**src/rtl/spi_master_engine.sv**
```systemverilog
// spi_master_engine
//   SPI master core: a small TX FIFO feeds a shift engine that serialises words on
//   spi_sck/spi_mosi, captures spi_miso into rx_data and drives one active-low chip select.
//   Handles all four CPOL/CPHA modes, MSB/LSB-first order, a programmable SCK divider
//   and optional CS hold across back-to-back words.
// Ports
//   clk, rstn                 system clock, asynchronous active-low reset
//   cfg_cpol/cpha/lsb         SPI mode and bit order (latched when a word is popped)
//   cfg_div                   SCK half-period = cfg_div+1 clk cycles
//   cfg_cs_sel, cfg_cs_hold   chip select index, keep CS low between queued words
//   tx_valid/tx_ready/tx_data TX FIFO push interface
//   rx_valid, rx_data         one-cycle pulse with the received word, data held afterwards
//   busy                      engine active or FIFO non-empty
//   spi_sck/mosi/miso/cs_n    SPI pad signals
module spi_master_engine #(
    parameter int DATA_W     = 8,
    parameter int NUM_CS     = 4,
    parameter int FIFO_DEPTH = 4,
    parameter int DIV_W      = 16
) (
    input  logic                                           clk,
    input  logic                                           rstn,
    input  logic                                           cfg_cpol,
    input  logic                                           cfg_cpha,
    input  logic                                           cfg_lsb,
    input  logic [DIV_W-1:0]                               cfg_div,
    input  logic [((NUM_CS > 1) ? $clog2(NUM_CS) : 1)-1:0] cfg_cs_sel,
    input  logic                                           cfg_cs_hold,
    input  logic                                           tx_valid,
    output logic                                           tx_ready,
    input  logic [DATA_W-1:0]                              tx_data,
    output logic                                           rx_valid,
    output logic [DATA_W-1:0]                              rx_data,
    output logic                                           busy,
    output logic                                           spi_sck,
    output logic                                           spi_mosi,
    input  logic                                           spi_miso,
    output logic [NUM_CS-1:0]                              spi_cs_n
);

    localparam int CSW = (NUM_CS > 1) ? $clog2(NUM_CS) : 1;
    localparam int AW  = $clog2(FIFO_DEPTH);
    localparam int EW  = $clog2(2 * DATA_W);
    localparam logic [EW-1:0] LAST_EDGE = EW'(2 * DATA_W - 1);

    typedef enum logic [2:0] {S_IDLE, S_SETUP, S_XFER, S_HOLD, S_GAP} state_t;

    function automatic logic f_bit(input logic [DATA_W-1:0] d, input logic lsb);
        return lsb ? d[0] : d[DATA_W-1];
    endfunction

    function automatic logic [DATA_W-1:0] f_shift(input logic [DATA_W-1:0] d, input logic lsb);
        return lsb ? (d >> 1) : (d << 1);
    endfunction

    // ---------------- TX FIFO ----------------
    logic [DATA_W-1:0] r_mem [FIFO_DEPTH];
    logic [AW-1:0]     r_wptr, r_rptr;
    logic [AW:0]       r_count;
    logic              r_rdy;
    logic              w_push, w_pop, w_empty, w_full;
    logic [DATA_W-1:0] w_head;

    assign w_empty  = (r_count == '0);
    assign w_full   = (r_count == (AW+1)'(FIFO_DEPTH));
    assign tx_ready = r_rdy & ~w_full;
    assign w_push   = tx_valid & tx_ready;
    assign w_head   = r_mem[r_rptr];

    always_ff @(posedge clk or negedge rstn) begin
        if (!rstn) begin
            r_wptr  <= '0;
            r_rptr  <= '0;
            r_count <= '0;
            r_rdy   <= 1'b0;
        end else begin
            r_rdy <= 1'b1;
            if (w_push) r_wptr <= r_wptr + AW'(1);
            if (w_pop)  r_rptr <= r_rptr + AW'(1);
            case ({w_push, w_pop})
                2'b10:   r_count <= r_count + (AW+1)'(1);
                2'b01:   r_count <= r_count - (AW+1)'(1);
                default: ;
            endcase
        end
    end

    always_ff @(posedge clk) begin
        if (w_push) r_mem[r_wptr] <= tx_data;
    end

    // ---------------- Engine state ----------------
    state_t            r_state, w_state_nxt;
    logic              r_cpol, r_cpha, r_lsb, r_cs_hold;
    logic [DIV_W-1:0]  r_div, r_cnt;
    logic [CSW-1:0]    r_cs_sel;
    logic [EW-1:0]     r_edge;
    logic              r_sck, r_mosi, r_rx_valid;
    logic [NUM_CS-1:0] r_cs_n;
    logic [DATA_W-1:0] r_tx, r_rx_sh, r_rx_data;
    logic              w_tick, w_last, w_cont, w_sample;
    logic [DATA_W-1:0] w_rx_next;

    assign w_tick    = (r_state != S_IDLE) && (r_cnt == '0);
    assign w_last    = (r_edge == LAST_EDGE);
    assign w_cont    = r_cs_hold && !w_empty && (cfg_cs_sel == r_cs_sel);
    // Even edge indices are leading edges; CPHA=0 samples on them, CPHA=1 on odd ones.
    assign w_sample  = (r_edge[0] == r_cpha);
    assign w_rx_next = r_lsb ? {spi_miso, r_rx_sh[DATA_W-1:1]} : {r_rx_sh[DATA_W-2:0], spi_miso};

    always_ff @(posedge clk or negedge rstn) begin
        if (!rstn) r_state <= S_IDLE;
        else       r_state <= w_state_nxt;
    end

    always_comb begin
        w_state_nxt = r_state;
        w_pop       = 1'b0;
        case (r_state)
            S_IDLE:  if (!w_empty) begin
                         w_pop       = 1'b1;
                         w_state_nxt = S_SETUP;
                     end
            S_SETUP: if (w_tick) w_state_nxt = S_XFER;
            S_XFER:  if (w_tick && w_last) w_state_nxt = S_HOLD;
            S_HOLD:  if (w_tick) begin
                         if (w_cont) begin
                             w_pop       = 1'b1;
                             w_state_nxt = S_XFER;
                         end else begin
                             w_state_nxt = S_GAP;
                         end
                     end
            S_GAP:   if (w_tick) w_state_nxt = S_IDLE;
            default: w_state_nxt = S_IDLE;
        endcase
    end

    always_ff @(posedge clk or negedge rstn) begin
        if (!rstn) begin
            r_cpol     <= 1'b0;
            r_cpha     <= 1'b0;
            r_lsb      <= 1'b0;
            r_cs_hold  <= 1'b0;
            r_div      <= '0;
            r_cs_sel   <= '0;
            r_cnt      <= '0;
            r_edge     <= '0;
            r_sck      <= 1'b0;
            r_mosi     <= 1'b0;
            r_cs_n     <= '1;
            r_tx       <= '0;
            r_rx_sh    <= '0;
            r_rx_data  <= '0;
            r_rx_valid <= 1'b0;
        end else begin
            r_rx_valid <= 1'b0;
            if (w_pop) begin
                r_cpol    <= cfg_cpol;
                r_cpha    <= cfg_cpha;
                r_lsb     <= cfg_lsb;
                r_cs_hold <= cfg_cs_hold;
                r_div     <= cfg_div;
                r_cs_sel  <= cfg_cs_sel;
                r_cnt     <= cfg_div;
                r_edge    <= '0;
                r_sck     <= cfg_cpol;
                r_cs_n    <= ~(NUM_CS'(1) << cfg_cs_sel);
                // CPHA=0 presents the first bit before any SCK edge.
                if (!cfg_cpha) begin
                    r_mosi <= f_bit(w_head, cfg_lsb);
                    r_tx   <= f_shift(w_head, cfg_lsb);
                end else begin
                    r_tx   <= w_head;
                end
            end else begin
                if (r_state != S_IDLE) r_cnt <= w_tick ? r_div : r_cnt - DIV_W'(1);
                case (r_state)
                    S_IDLE: r_sck <= cfg_cpol;
                    S_XFER: if (w_tick) begin
                        r_sck  <= ~r_sck;
                        r_edge <= r_edge + EW'(1);
                        if (w_sample) begin
                            r_rx_sh <= w_rx_next;
                        end else begin
                            r_mosi <= f_bit(r_tx, r_lsb);
                            r_tx   <= f_shift(r_tx, r_lsb);
                        end
                        if (w_last) begin
                            r_rx_valid <= 1'b1;
                            r_rx_data  <= w_sample ? w_rx_next : r_rx_sh;
                        end
                    end
                    S_HOLD: begin
                        r_sck <= r_cpol;
                        if (w_tick) r_cs_n <= '1;
                    end
                    S_GAP:  r_sck <= r_cpol;
                    default: ;
                endcase
            end
        end
    end

    assign rx_valid = r_rx_valid;
    assign rx_data  = r_rx_data;
    assign busy     = (r_state != S_IDLE) || !w_empty;
    assign spi_sck  = r_sck;
    assign spi_mosi = r_mosi;
    assign spi_cs_n = r_cs_n;

endmodule
```
**config.mk**
```make
export PLATFORM = sky130hd
export DESIGN_NAME = spi_master_engine
export DESIGN_NICKNAME = d
export VERILOG_FILES = /design/src/rtl/spi_master_engine.sv
export SDC_FILE = /design/constraint.sdc
export NUM_CORES = 1
export LEC_CHECK = 0
export ABC_CLOCK_PERIOD_IN_PS = 9150
export CORE_ASPECT_RATIO = 0.5
export CORE_MARGIN = 4
export CORE_UTILIZATION = 60
export CTS_CLUSTER_DIAMETER = 100
export CTS_CLUSTER_SIZE = 12
export DETAILED_ROUTE_END_ITERATION = 7
export PLACE_DENSITY_LB_ADDON = 0.3
export SETUP_SLACK_MARGIN = 0.15
export SYNTH_ARGS = -nofsm -noshare
export SYNTH_HDL_FRONTEND = slang
export SYNTH_SLANG_ARGS = --single-unit
```
**constraint.sdc**
```tcl
create_clock -name clk -period 9.15 [get_ports clk]
set_input_delay 2.2875 -clock clk [delete_from_list [all_inputs] [get_ports clk]]
set_output_delay 2.2875 -clock clk [all_outputs]
set_load 0.01 [all_outputs]
```
Word-level counts from Yosys, hierarchy flattened
Memories as Yosys holds them, arrays and structs flattened.
Cells that the tools add are included.
{ "op_classes": {"n_reduce_logical": 25, "muxes": 46, "n_shift": 1, "eq_ne": 18, "n_bitwise": 6, "addsub": 6} }
{ "ops": {"columns": ["operator", "count"], "rows": [
  ["8-bit two-way mux", 9],
  ["16-bit two-way mux", 3],
  ["4-bit two-way mux", 6],
  ["1-bit two-way mux", 18],
  ["3-bit two-way mux", 6],
  ["16-bit zero test", 1],
  ["16-bit by 1-bit subtractor with 16-bit output (second input constant)", 1],
  ["3-bit case mux with 5 select lines", 1],
  ["2-bit inequality test (second input constant)", 7],
  ["2-bit nonzero test", 5],
  ["4-bit AND reduction", 2],
  ["3-bit by 2-bit equality test with 1-bit output (second input constant)", 2],
  ["3-bit equality test (second input constant)", 2],
  ["3-bit zero test", 2],
  ["3-bit case mux with 2 select lines", 1],
  ["2-bit AND reduction", 3],
  ["3-bit AND reduction", 2],
  ["5-bit AND reduction", 1],
  ["2-bit by 1-bit adder with 2-bit output (second input constant)", 2],
  ["4-bit by 1-bit adder with 4-bit output (second input constant)", 1],
  ["4-bit equality test (second input constant)", 1],
  ["1-bit logical AND", 4],
  ["4-bit inverter", 1],
  ["4-bit nonzero test", 1],
  ["17 further kinds", 20]
]} }
{ "word_totals": {"word_cells": 123, "ff_bits": 84, "mem_bits_rw": 32, "out_inout_bits": 17, "memories": 1, "in_bits": 34} }
{ "memory_table": {"columns": ["memory", "depth", "word_bits", "read_ports", "rd_clocked_by_memory_dff", "wr", "line", "rtl"], "rows": [
  ["r_mem", 4, 8, 1, 0, 1, "57", "logic [DATA_W-1:0] r_mem [FIFO_DEPTH];"]
]} }

Longest topological paths before layout
{ "depth": {"depth_word": 9, "depth_mapped": 15, "ltp_nobuf": 12} }

Least setup slack after synthesis
OpenSTA, ideal clock, no wires.
{ "synth_timing": {"path_kind": "in2reg", "start": "input cfg_cs_sel[0] in the netlist's numbering", "end": "register r_count[2]", "setup_time_ns": 0.079, "t_arrival_ns": 4.343, "path_stages": 14, "path_buffers": 3, "slack_ns": 4.728, "t_required_ns": 9.071, "cell_sequence": "xnor2_1 and4_1 nand3_1 o21a_1 buf_2 clkinv_2 buf_6 buf_4 ha_1 inv_1 fa_1 xor2_1 nor2_1 xor2_1"} }
{ "synth_via": {"elab_chain_len": 7, "word_cells_on_any_way": 9, "classes_between": "eq/ne (3); mux (4); reduce/logical (2)"} }
{ "synth_lines": {"columns": ["element", "line", "rtl"], "rows": [
  ["from (decl)", "27", "input logic [((NUM_CS > 1) ? $clog2(NUM_CS) : 1)-1:0] cfg_cs_sel,"],
  ["2-bit equality test (*)", "106", "assign w_cont = r_cs_hold && !w_empty && (cfg_cs_sel == r_cs_sel);"],
  ["1-bit logical AND (*)", "106", null],
  ["1-bit two-way mux (*)", "127", "if (w_cont) begin"],
  ["1-bit two-way mux (*)", "126", "S_HOLD: if (w_tick) begin"],
  ["1-bit case mux with 2 select lines (*)", "119", "case (r_state)"],
  ["net w_pop", "61", "logic w_push, w_pop, w_empty, w_full;"],
  ["2-bit by 1-bit equality test with 1-bit output / 2-bit equality test (equally long branches)", "80", "case ({w_push, w_pop})"],
  ["3-bit case mux with 2 select lines / 2-bit nonzero test (equally long branches)", null, null],
  ["to (signal assigned)", "81", "2'b10: r_count <= r_count + (AW+1)'(1);"],
  ["to (signal assigned)", "82", "2'b01: r_count <= r_count - (AW+1)'(1);"],
  ["to (decl)", "59", "logic [AW:0] r_count;"]
]} }
Mark *: on every way through the listed nets, which the timed path passes. The rest lies on a longest branch.
A chain may end at the register's enable or synchronous reset.

Worst setup path after layout
{ "layout_timing": {"start": "register r_state[0]", "end": "output busy"} }
{ "layout_via": {"elab_chain_len": 2} }
{ "layout_lines": {"columns": ["element", "line", "rtl"], "rows": [
  ["from (decl)", "93", "state_t r_state, w_state_nxt;"],
  ["from (signal assigned)", "113", "else r_state <= w_state_nxt;"],
  ["3-bit nonzero test", "207", "assign busy = (r_state != S_IDLE) || !w_empty;"],
  ["1-bit logical OR", "207", null],
  ["to (decl)", "34", "output logic busy,"]
]} }
Every way passes these cells.

==> impl_metrics.env <==
export IMPL_gp_congestion=0.863
export IMPL_relSlewSlack_pct=27.3
export IMPL_synth_area_um2=5710
export IMPL_max_cap_viol_count=0
export IMPL_pre_cts_ws_ns=3.56
export IMPL_yosys_area_top_type_share_pct=35.1
export IMPL_grt_max_degree=70
export IMPL_clk_pin_slew_worst_paths_ns=0.05
export IMPL_yosysUniqueCellTypes=61
export IMPL_setup_viol=0
export IMPL_crit_required_ns=6.86
export IMPL_core_um2=8980
export IMPL_std_cell_rows=24
export IMPL_finalClockSkew_ns=0.00800
export IMPL_hold_buffers=0
export IMPL_ys_warn_count=0
export IMPL_cts_repair_resized=0
export IMPL_cts_sinks=116
export IMPL_initial_core_util_pct=63.6
export IMPL_synthMuxAreaShare_pct=6.84
export IMPL_fin_crit_ns=5.52
export IMPL_wl_per_cell_um=17.1
export IMPL_cts_root_buf="clkbuf_16"
export IMPL_synth_top_family_by_area="simple AND/OR/NAND/NOR gates"
export IMPL_cp_start_kind="flip-flop"
export IMPL_diodes=0
export IMPL_status="finished, violations left"
export IMPL_rsz0062_at_grt="false"
export IMPL_syn_avg_cell_area_um2=10.3
export IMPL_ioPinCount=51
export IMPL_timing_rr_start="r_cnt[11]$_DFFE_PN0P_"
export IMPL_layout_nets=639
export IMPL_numCtsBuffers=17
export IMPL_dpl_cell_count=694
export IMPL_clock_latency_ns=0.40
export IMPL_synth_area_top_cells="dfrtp_1 35%, edfxtp_1 17%, nand2_1 6.8%"
export IMPL_drt_iter0_drc=461
export IMPL_grt_usage_pct=23.6
export IMPL_hp_start="rx_data[2]$_DFFE_PN0P_"
export IMPL_die_area_um2=11200
export IMPL_die_w_um=146
export IMPL_fillers=600
export IMPL_critPathMaxStageDelay_ns=0.67
export IMPL_synth_adder_area_share_pct=2.10
export IMPL_instances_no_fill=726
export IMPL_fp_dieH_um=77.0
export IMPL_path_cells="or3_1 -> nor2_1 -> inv_1 -> clkdlybuf4s50_1"
export IMPL_p_leak_nw=2.81
export IMPL_hold_violations=0
export IMPL_hold_ws_ns=0.472
export IMPL_synth_edf_count=32
export IMPL_cts_buffer_depth=2
export IMPL_hold_class="reg2reg"
export IMPL_slew_viol_final=0
export IMPL_arrival_ns=3.23
export IMPL_wl_um=12400
export IMPL_violations="DRC"
export IMPL_firstDrtPassIters=8
export IMPL_antenna_found_initial=0
export IMPL_synthSimpleGateAreaFrac_pct=18.3
export IMPL_synthArstFlopShare_pct=72.4
export IMPL_slowest_stage="nor2_1"
export IMPL_synthXorXnorAreaFrac_pct=2.76
export IMPL_setup_tns_ns=0
export IMPL_cts_setup_buffers=0
export IMPL_synthTopCellsByCount="104 x nand2_1, 80 x dfrtp_1, 50 x nor2_1"
export IMPL_pwr_density_cell_nw_per_um2=232
export IMPL_cp_max_fo=20
export IMPL_drc=2
export IMPL_port_buffers=50
export IMPL_first_global_vias=4300
export IMPL_ys_seq_area_share_pct=53.7
export IMPL_synth_main_ff_cell="dfrtp_1"
export IMPL_synth_cells=557
export IMPL_crit_start="r_state[0]$_DFFE_PN0P_"
export IMPL_period_share_pct=60.3
export IMPL_ir_worst_vdd_mv=0.161
export IMPL_ys_ff_latch=116
export IMPL_grt_pass1_wl_um=21100
export IMPL_synth_nets=600
export IMPL_dr_total_vias=4259
export IMPL_yosysMostFrequentCell="nand2_1"
export IMPL_critical_path_class="reg2out"
export IMPL_grt_overflow_total=0
export IMPL_antenna_left=0
export IMPL_hpwl_um=7870
export IMPL_layout_drive_gt1_share_pct=8.87
export IMPL_area_growth_pct=19.4
export IMPL_routed_via_density=5.87
export IMPL_cp_end_kind="output port"
export IMPL_worst_pin_slew_ns=1.09
export IMPL_max_freq_mhz=181
export IMPL_htree_levels=4
export IMPL_synth_compound_gate_area_share_pct=12.3
export IMPL_final_core_util_pct=75.9
export IMPL_setup_ws_ns=3.63
export IMPL_cts_tree="yes"
export IMPL_synth_area_leader_cell="dfrtp_1"
placed cells by master (no fill, tap or decap), types with 9 or more instances in the layout:
master,Yosys,routed
o21ai_1,9,9
nor2_1,50,50
inv_1,14,14
mux2i_1,21,21
edfxtp_1,32,32
nand2_1,104,104
o21ai_0,34,34
a31oi_1,17,17
clkbuf_16,0,17
nand3_1,11,11
a21oi_1,19,19
nor3_1,17,17
dfrtp_1,80,80
xnor2_1,11,11
clkdlybuf4s50_1,0,49
cells by family (layout without fill, tap and decap cells):
logic type	count (synthesis)	after routing
AO/OA/AOI/OAI	114	114
XOR/XNOR	18	18
adder cells (fa/ha/maj)	9	9
buffers and inverters	47	99
flip-flops	116	116
multiplexers	29	29
other	1	1
AND/OR/NAND/NOR	223	223
final cells by class:
cell class	count	area, µm²	area share (%)
clock inverter	9	126	1.85
tap	117	146	2.15
sequential	116	3070	45.0
multi-input combinational	394	2420	35.5
inverter	15	57.6	0.844
clock buffer	23	488	7.16
timing repair buffer	52	513	7.52
path summary, 6_finish.rpt:
check	to	slack [ns]	cells after the start
setup / recovery	busy	3.63	4
hold / removal	rx_data[2]$_DFFE_PN0P_	0.47	2
setup reg to reg	r_count[2]$_DFFE_PN0P_	5.78	11
hold reg to reg	rx_data[2]$_DFFE_PN0P_	0.47	2
max in group asynchronous	r_state[2]$_DFFE_PN0P_	6.30	2
min in group asynchronous	rx_data[5]$_DFFE_PN0P_	1.73	1
stage by stage:
step | power (W) | instance area, µm²
global route | 0.00166 | 6820
finish | 0.00158 | 6820
global placement | 0.000891 | 6200
detailed placement | 0.000905 | 6200
CTS | 0.00159 | 6820
floorplan | 0.000827 | 5710
report_power, final:
group          switching, W  internal (W)
registers         0.0000742      0.000604
logic              0.000114      0.000109
clock network      0.000227      0.000456
worst max-delay path, delay by kind of cell (launching register included):
kind                   cells  cell delay [ns]
buffers and inverters      2             1.16
AND/OR/NAND/NOR            2             1.15
flip-flops                 1             0.52
sequential cells by signal (all words and copies together) (netlist names):
register,flops
r_state,3
r_edge,4
r_cs_hold,1
r_cpha,1
r_rx_sh,8
r_rptr,2
rx_data,8
r_mem,32
r_div,16
r_rdy,1
spi_sck,1
rx_valid,1
r_tx,8
r_cs_sel,2
r_lsb,1
spi_cs_n,4
r_cpol,1
r_cnt,16
r_wptr,2
r_count,3
spi_mosi,1
metal layers:
| metal | global-route usage [%] | part of all wire [%] | vias to the layer above |
|---|---|---|---|
| li1 | - | - | 2064 |
| met1 | 30.8 | 45 | 2048 |
| met2 | 38.4 | 48 | 122 |
| met3 | 6.12 | 6.2 | 25 |
| met4 | 8.62 | 1.2 | 0 |
| met5 | 0 | 0 | - |
(Power assumes the default switching activity.)
